==> src/rtl/peripheral_msi_sync2_ptx_wb.sv <==
// Source side of the MSI toggle-handshake pulse crossing: request pulses become tgl_o
// transitions; the returned ack toggle is synchronized and completes the handshake.
// Optional request queue enabled by defining PERIPHERAL_MSI_SYNC2_PTX_PEND_EN.
module peripheral_msi_sync2_ptx_wb #(
   parameter int CNT_W = 4
) (
   input  logic             wb_clk_i,
   input  logic             wb_rst_i,
   input  logic             pulse_i,
   input  logic             ack_tgl_i,
   output logic             tgl_o,
   output logic             busy_o,
   output logic             done_o,
   output logic             drop_o,
   output logic             ack_err_o,
   output logic [CNT_W-1:0] pend_o
);

   typedef enum logic {IDLE, WAIT_ACK} state_t;

   state_t state, state_nx;
   logic   a1, a2, a3;
   logic   ack_e;
   logic   tgl_nx, done_nx, drop_nx, err_nx;

`ifdef PERIPHERAL_MSI_SYNC2_PTX_PEND_EN
   localparam logic [CNT_W-1:0] PEND_MAX = '1;
   logic [CNT_W-1:0] pend_q, pend_nx;
`endif

   // a1 is the metastability catcher; a2/a3 give a clean edge detect.
   always_ff @(posedge wb_clk_i or posedge wb_rst_i) begin
      if (wb_rst_i) begin
         a1 <= 1'b0;
         a2 <= 1'b0;
         a3 <= 1'b0;
      end else begin
         a1 <= ack_tgl_i;
         a2 <= a1;
         a3 <= a2;
      end
   end

   assign ack_e = a2 ^ a3;

   always_comb begin
      state_nx = state;
      tgl_nx   = tgl_o;
      done_nx  = 1'b0;
      drop_nx  = 1'b0;
      err_nx   = 1'b0;
`ifdef PERIPHERAL_MSI_SYNC2_PTX_PEND_EN
      pend_nx  = pend_q;
`endif
      case (state)
         IDLE: begin
            err_nx = ack_e;
            if (pulse_i) begin
               tgl_nx   = ~tgl_o;
               state_nx = WAIT_ACK;
            end
         end
         WAIT_ACK: begin
            if (ack_e) begin
               done_nx = 1'b1;
`ifdef PERIPHERAL_MSI_SYNC2_PTX_PEND_EN
               // A queued entry is re-issued first; a coincident pulse takes its slot.
               if (pend_q != '0) begin
                  tgl_nx = ~tgl_o;
                  if (!pulse_i) pend_nx = pend_q - CNT_W'(1);
               end else if (pulse_i) begin
                  tgl_nx = ~tgl_o;
               end else begin
                  state_nx = IDLE;
               end
`else
               if (pulse_i) tgl_nx = ~tgl_o;
               else         state_nx = IDLE;
`endif
            end else if (pulse_i) begin
`ifdef PERIPHERAL_MSI_SYNC2_PTX_PEND_EN
               if (pend_q == PEND_MAX) drop_nx = 1'b1;
               else                    pend_nx = pend_q + CNT_W'(1);
`else
               drop_nx = 1'b1;
`endif
            end
         end
         default: state_nx = IDLE;
      endcase
   end

   always_ff @(posedge wb_clk_i or posedge wb_rst_i) begin
      if (wb_rst_i) begin
         state     <= IDLE;
         tgl_o     <= 1'b0;
         done_o    <= 1'b0;
         drop_o    <= 1'b0;
         ack_err_o <= 1'b0;
      end else begin
         state     <= state_nx;
         tgl_o     <= tgl_nx;
         done_o    <= done_nx;
         drop_o    <= drop_nx;
         ack_err_o <= err_nx;
      end
   end

   assign busy_o = (state == WAIT_ACK);

`ifdef PERIPHERAL_MSI_SYNC2_PTX_PEND_EN
   always_ff @(posedge wb_clk_i or posedge wb_rst_i) begin
      if (wb_rst_i) pend_q <= '0;
      else          pend_q <= pend_nx;
   end

   assign pend_o = pend_q;
`else
   assign pend_o = '0;
`endif

endmodule

==> config.mk <==
export PLATFORM = sky130hd
export DESIGN_NAME = peripheral_msi_sync2_ptx_wb
export DESIGN_NICKNAME = d
export VERILOG_FILES = /design/src/rtl/peripheral_msi_sync2_ptx_wb.sv
export SDC_FILE = /design/constraint.sdc
export NUM_CORES = 1
export LEC_CHECK = 0
export BUFFER_PORTS_ARGS = -buffer_cell sky130_fd_sc_hd__buf_2
export CAP_MARGIN = 10
export CORE_AREA = 2 2 39 41
export CTS_BUF_LIST = sky130_fd_sc_hd__clkbuf_4
export DETAILED_ROUTE_END_ITERATION = 7
export DIE_AREA = 0 0 41 43
export PLACE_DENSITY = 0.44
export SLEW_MARGIN = 25
export SYNTH_ARGS = -nofsm -noshare
export SYNTH_HDL_FRONTEND = slang
export SYNTH_SLANG_ARGS = --single-unit
==> constraint.sdc <==
create_clock -name wb_clk_i -period 1.1 [get_ports wb_clk_i]
set_input_delay 0.165 -clock wb_clk_i [delete_from_list [all_inputs] [get_ports wb_clk_i]]
set_output_delay 0.165 -clock wb_clk_i [all_outputs]
set_load 0.01 [all_outputs]
==> flow_summary_export.csv <==
group,metric,value,unit
floorplan,die_h,43,um
grt,grt_overflow,0,
layout,antennaDiodeCount,0,
critical_path,end_kind,"flop",
power_and_ir_drop,p_per_area,1790,mW/mm2
timing,period_minus_slack,1.00,ns
layout,filler_cell_count,158,
synth,synth.area.mux_share,0,%
clock_tree,cts_tree,"built",
timing,drv_slew,0,
placement,port-buffer-count,8,
placement,dp_hpwl,324,um
routing,viasPerCell,3.43,
timing,setup_viol,0,
placement,gp_congestion,0.617,
routing,drc,0,
synth,postSynthAreaPerCell,14.3,um2
clock_tree,insertion_delay,0.25,ns
critical_path,crit_arrival,1.14,ns
routing,wire_per_inst,8.80,um
floorplan,start_util,21.7,%
synth,ys_types,11,
synth,yosysWarningCount,0,
synth,synthTopCellsByArea,"dfrtp_1, buf_4, xnor2_2",
timing,hold_violations,0,
placement,dp.cells,44,
critical_path,critPathLaunchType,"flop",
routing,ant_nets,0,
routing,vias,168,
layout,num-nets-final,39,
clock_tree,cts_setup_buffers,0,
clock_tree,root_buffer,"clkbuf_4",
synth,synth_largest_area_cell,"dfrtp_1",
grt,grt_pass1_vias,161,
layout,syn_to_final_growth,27.9,%
synth,syn-cell-area,300,um2
hold_path,min_path_type,"in2reg",
layout,finalNonFillerCells,49,
layout,drive_above_1_share,45.5,%
grt,grtUsageTotal,7.29,%
critical_path,path_max_fanout,5,
clock_tree,clock_sinks,8,
run_status,status,"completed",
floorplan,row_count,14,
synth,synth_flop_cell,"dfrtp_1",
synth,synth_compound_area_share,6.67,%
timing,min_period_over_period,90.9,%
synth,synth_common_cells,"dfrtp_1, buf_4",
synth,synth_top_family_by_area,"buffers and inverters",
timing,max_freq,1.00,GHz
clock_tree,cts.clk_slew.worst_paths,0.06,ns
flow_run,max-cap-violations,0,
critical_path,required,1.23,ns
power_and_ir_drop,p_leak,0.000200,uW
synth,async_flop_share,100,%
synth,yosys.area_share.adder,0,%
synth,synth_seq_area_share,66.7,%
clock_tree,cts_buffer_depth,2,
layout,post-route-util,27.8,%
synth,synth_seq_cells,8,
floorplan,io_pins,13,
timing,tns,0,ns
timing,worst_clock_skew,0.00451,ns
routing,wirelength,431,um
floorplan,core,0.00138,mm2
clock_tree,cts_buffers,3,
routing,drt_pass1_iterations,2,
synth,synth-xor-area-share,8.33,%
synth,synthCells,21,
floorplan,dieArea,0.00176,mm2
clock_tree,htree_levels,1,
synth,synth_edf_count,0,
critical_path,path_class,"reg2reg",
floorplan,die_x,41,um
grt,grt_pass1_wl,703,um
routing,drt-initial-drc-count,1,
synth,post-synth-top-count-cell,"dfrtp_1",
synth,synth_top_area_share,66.7,%
synth,synthSimpleGateAreaFrac,5.83,%
grt,antenna_found_initial,0,
timing,rsz0062_at_grt,"false",
power_and_ir_drop,ir_worst_vdd,0.000410,V
grt,grt_max_degree,9,
-- worst max-delay path, cell delays in order, from the launching register on --
cell and delay, ns:
dfrtp_1 0.39, xnor2_2 0.26, a21boi_2 0.10, xor2_1 0.15
-- cells in the final DEF (no fill, tap or decap), drive strengths merged --
cell	instances
buf	8
dlygate4sd3	2
a21boi	1
clkbuf	3
nor2	1
a21o	1
and3	1
conb	4
inv	1
xor2	1
xnor2	1
dfrtp	8
nor2b	1
-- flip-flops by register name (all words and copies together), names as in the netlist --
signal	cells
a2	1
drop_o	1
ack_err_o	1
done_o	1
a1	1
busy_o	1
tgl_o	1
a3	1
-- cell families after synthesis --
group                     count (synthesis)
DFF                                       8
buffers and inverters                     5
and+or+nand+nor                           3
AOI/OAI and AO/OA                         2
xor gates and xnor gates                  2
other                                     1
-- metrics by stage --
stage	power (uW)	instance area (um2)	hold slack [ns]	setup slack, ns
after floorplan	431	312	-0.0193	0.148
after global placement	464	342	0.114	0.111
after detailed placement	466	342	0.123	0.100
after CTS	702	374	0.00840	0.0841
after global routing	743	384	0.111	0.0566
final	687	384	0.117	0.0996
-- power breakdown --
part	internal (uW)	total [uW]	leakage, uW	switching [uW]
combinational	52.6	111	0.0000900	58.0
clock	125	223	0.0000138	98.4
sequential	332	354	0.0000964	21.2
-- final timing paths --
check / startpoint / endpoint / slack [ns] / depth (start not counted)
min in group asynchronous: wb_rst_i / done_o$_DFF_PP0_ / 0.40 / 3
max: a3$_DFF_PP0_ / tgl_o$_DFFE_PP0P_ / 0.1 / 3
max reg2reg: a3$_DFF_PP0_ / tgl_o$_DFFE_PP0P_ / 0.1 / 3
min reg2reg: a1$_DFF_PP0_ / a2$_DFF_PP0_ / 0.35 / 0
max in group asynchronous: wb_rst_i / a3$_DFF_PP0_ / 0.46 / 3
min: pulse_i / busy_o$_DFF_PP0_ / 0.12 / 2
-- per-layer routing --
layer  global-route usage, %  wire (um)  vias to the layer above
met3                    3.14         13                        0
met4                    12.0          0                        0
met5                       0          0                        -
met2                    9.06        265                        3
li1                        -          -                       81
met1                    6.27        152                       84
-- cell type report --
class	count	area, um2	share of cell area, %
repair buffers	10	60.1	15.6
inverters	1	3.75	0.977
well taps	16	20.0	5.21
flip-flops and latches	8	200	52.1
clock buffers	3	22.5	5.86
multi-input cells	11	77.6	20.2
-- repair_timing --
action	in CTS	in global routing
hold endpoints to repair	8	1
hold buffers	1	1
resized for setup	0	0
Power figures use the tool's default switching activity.
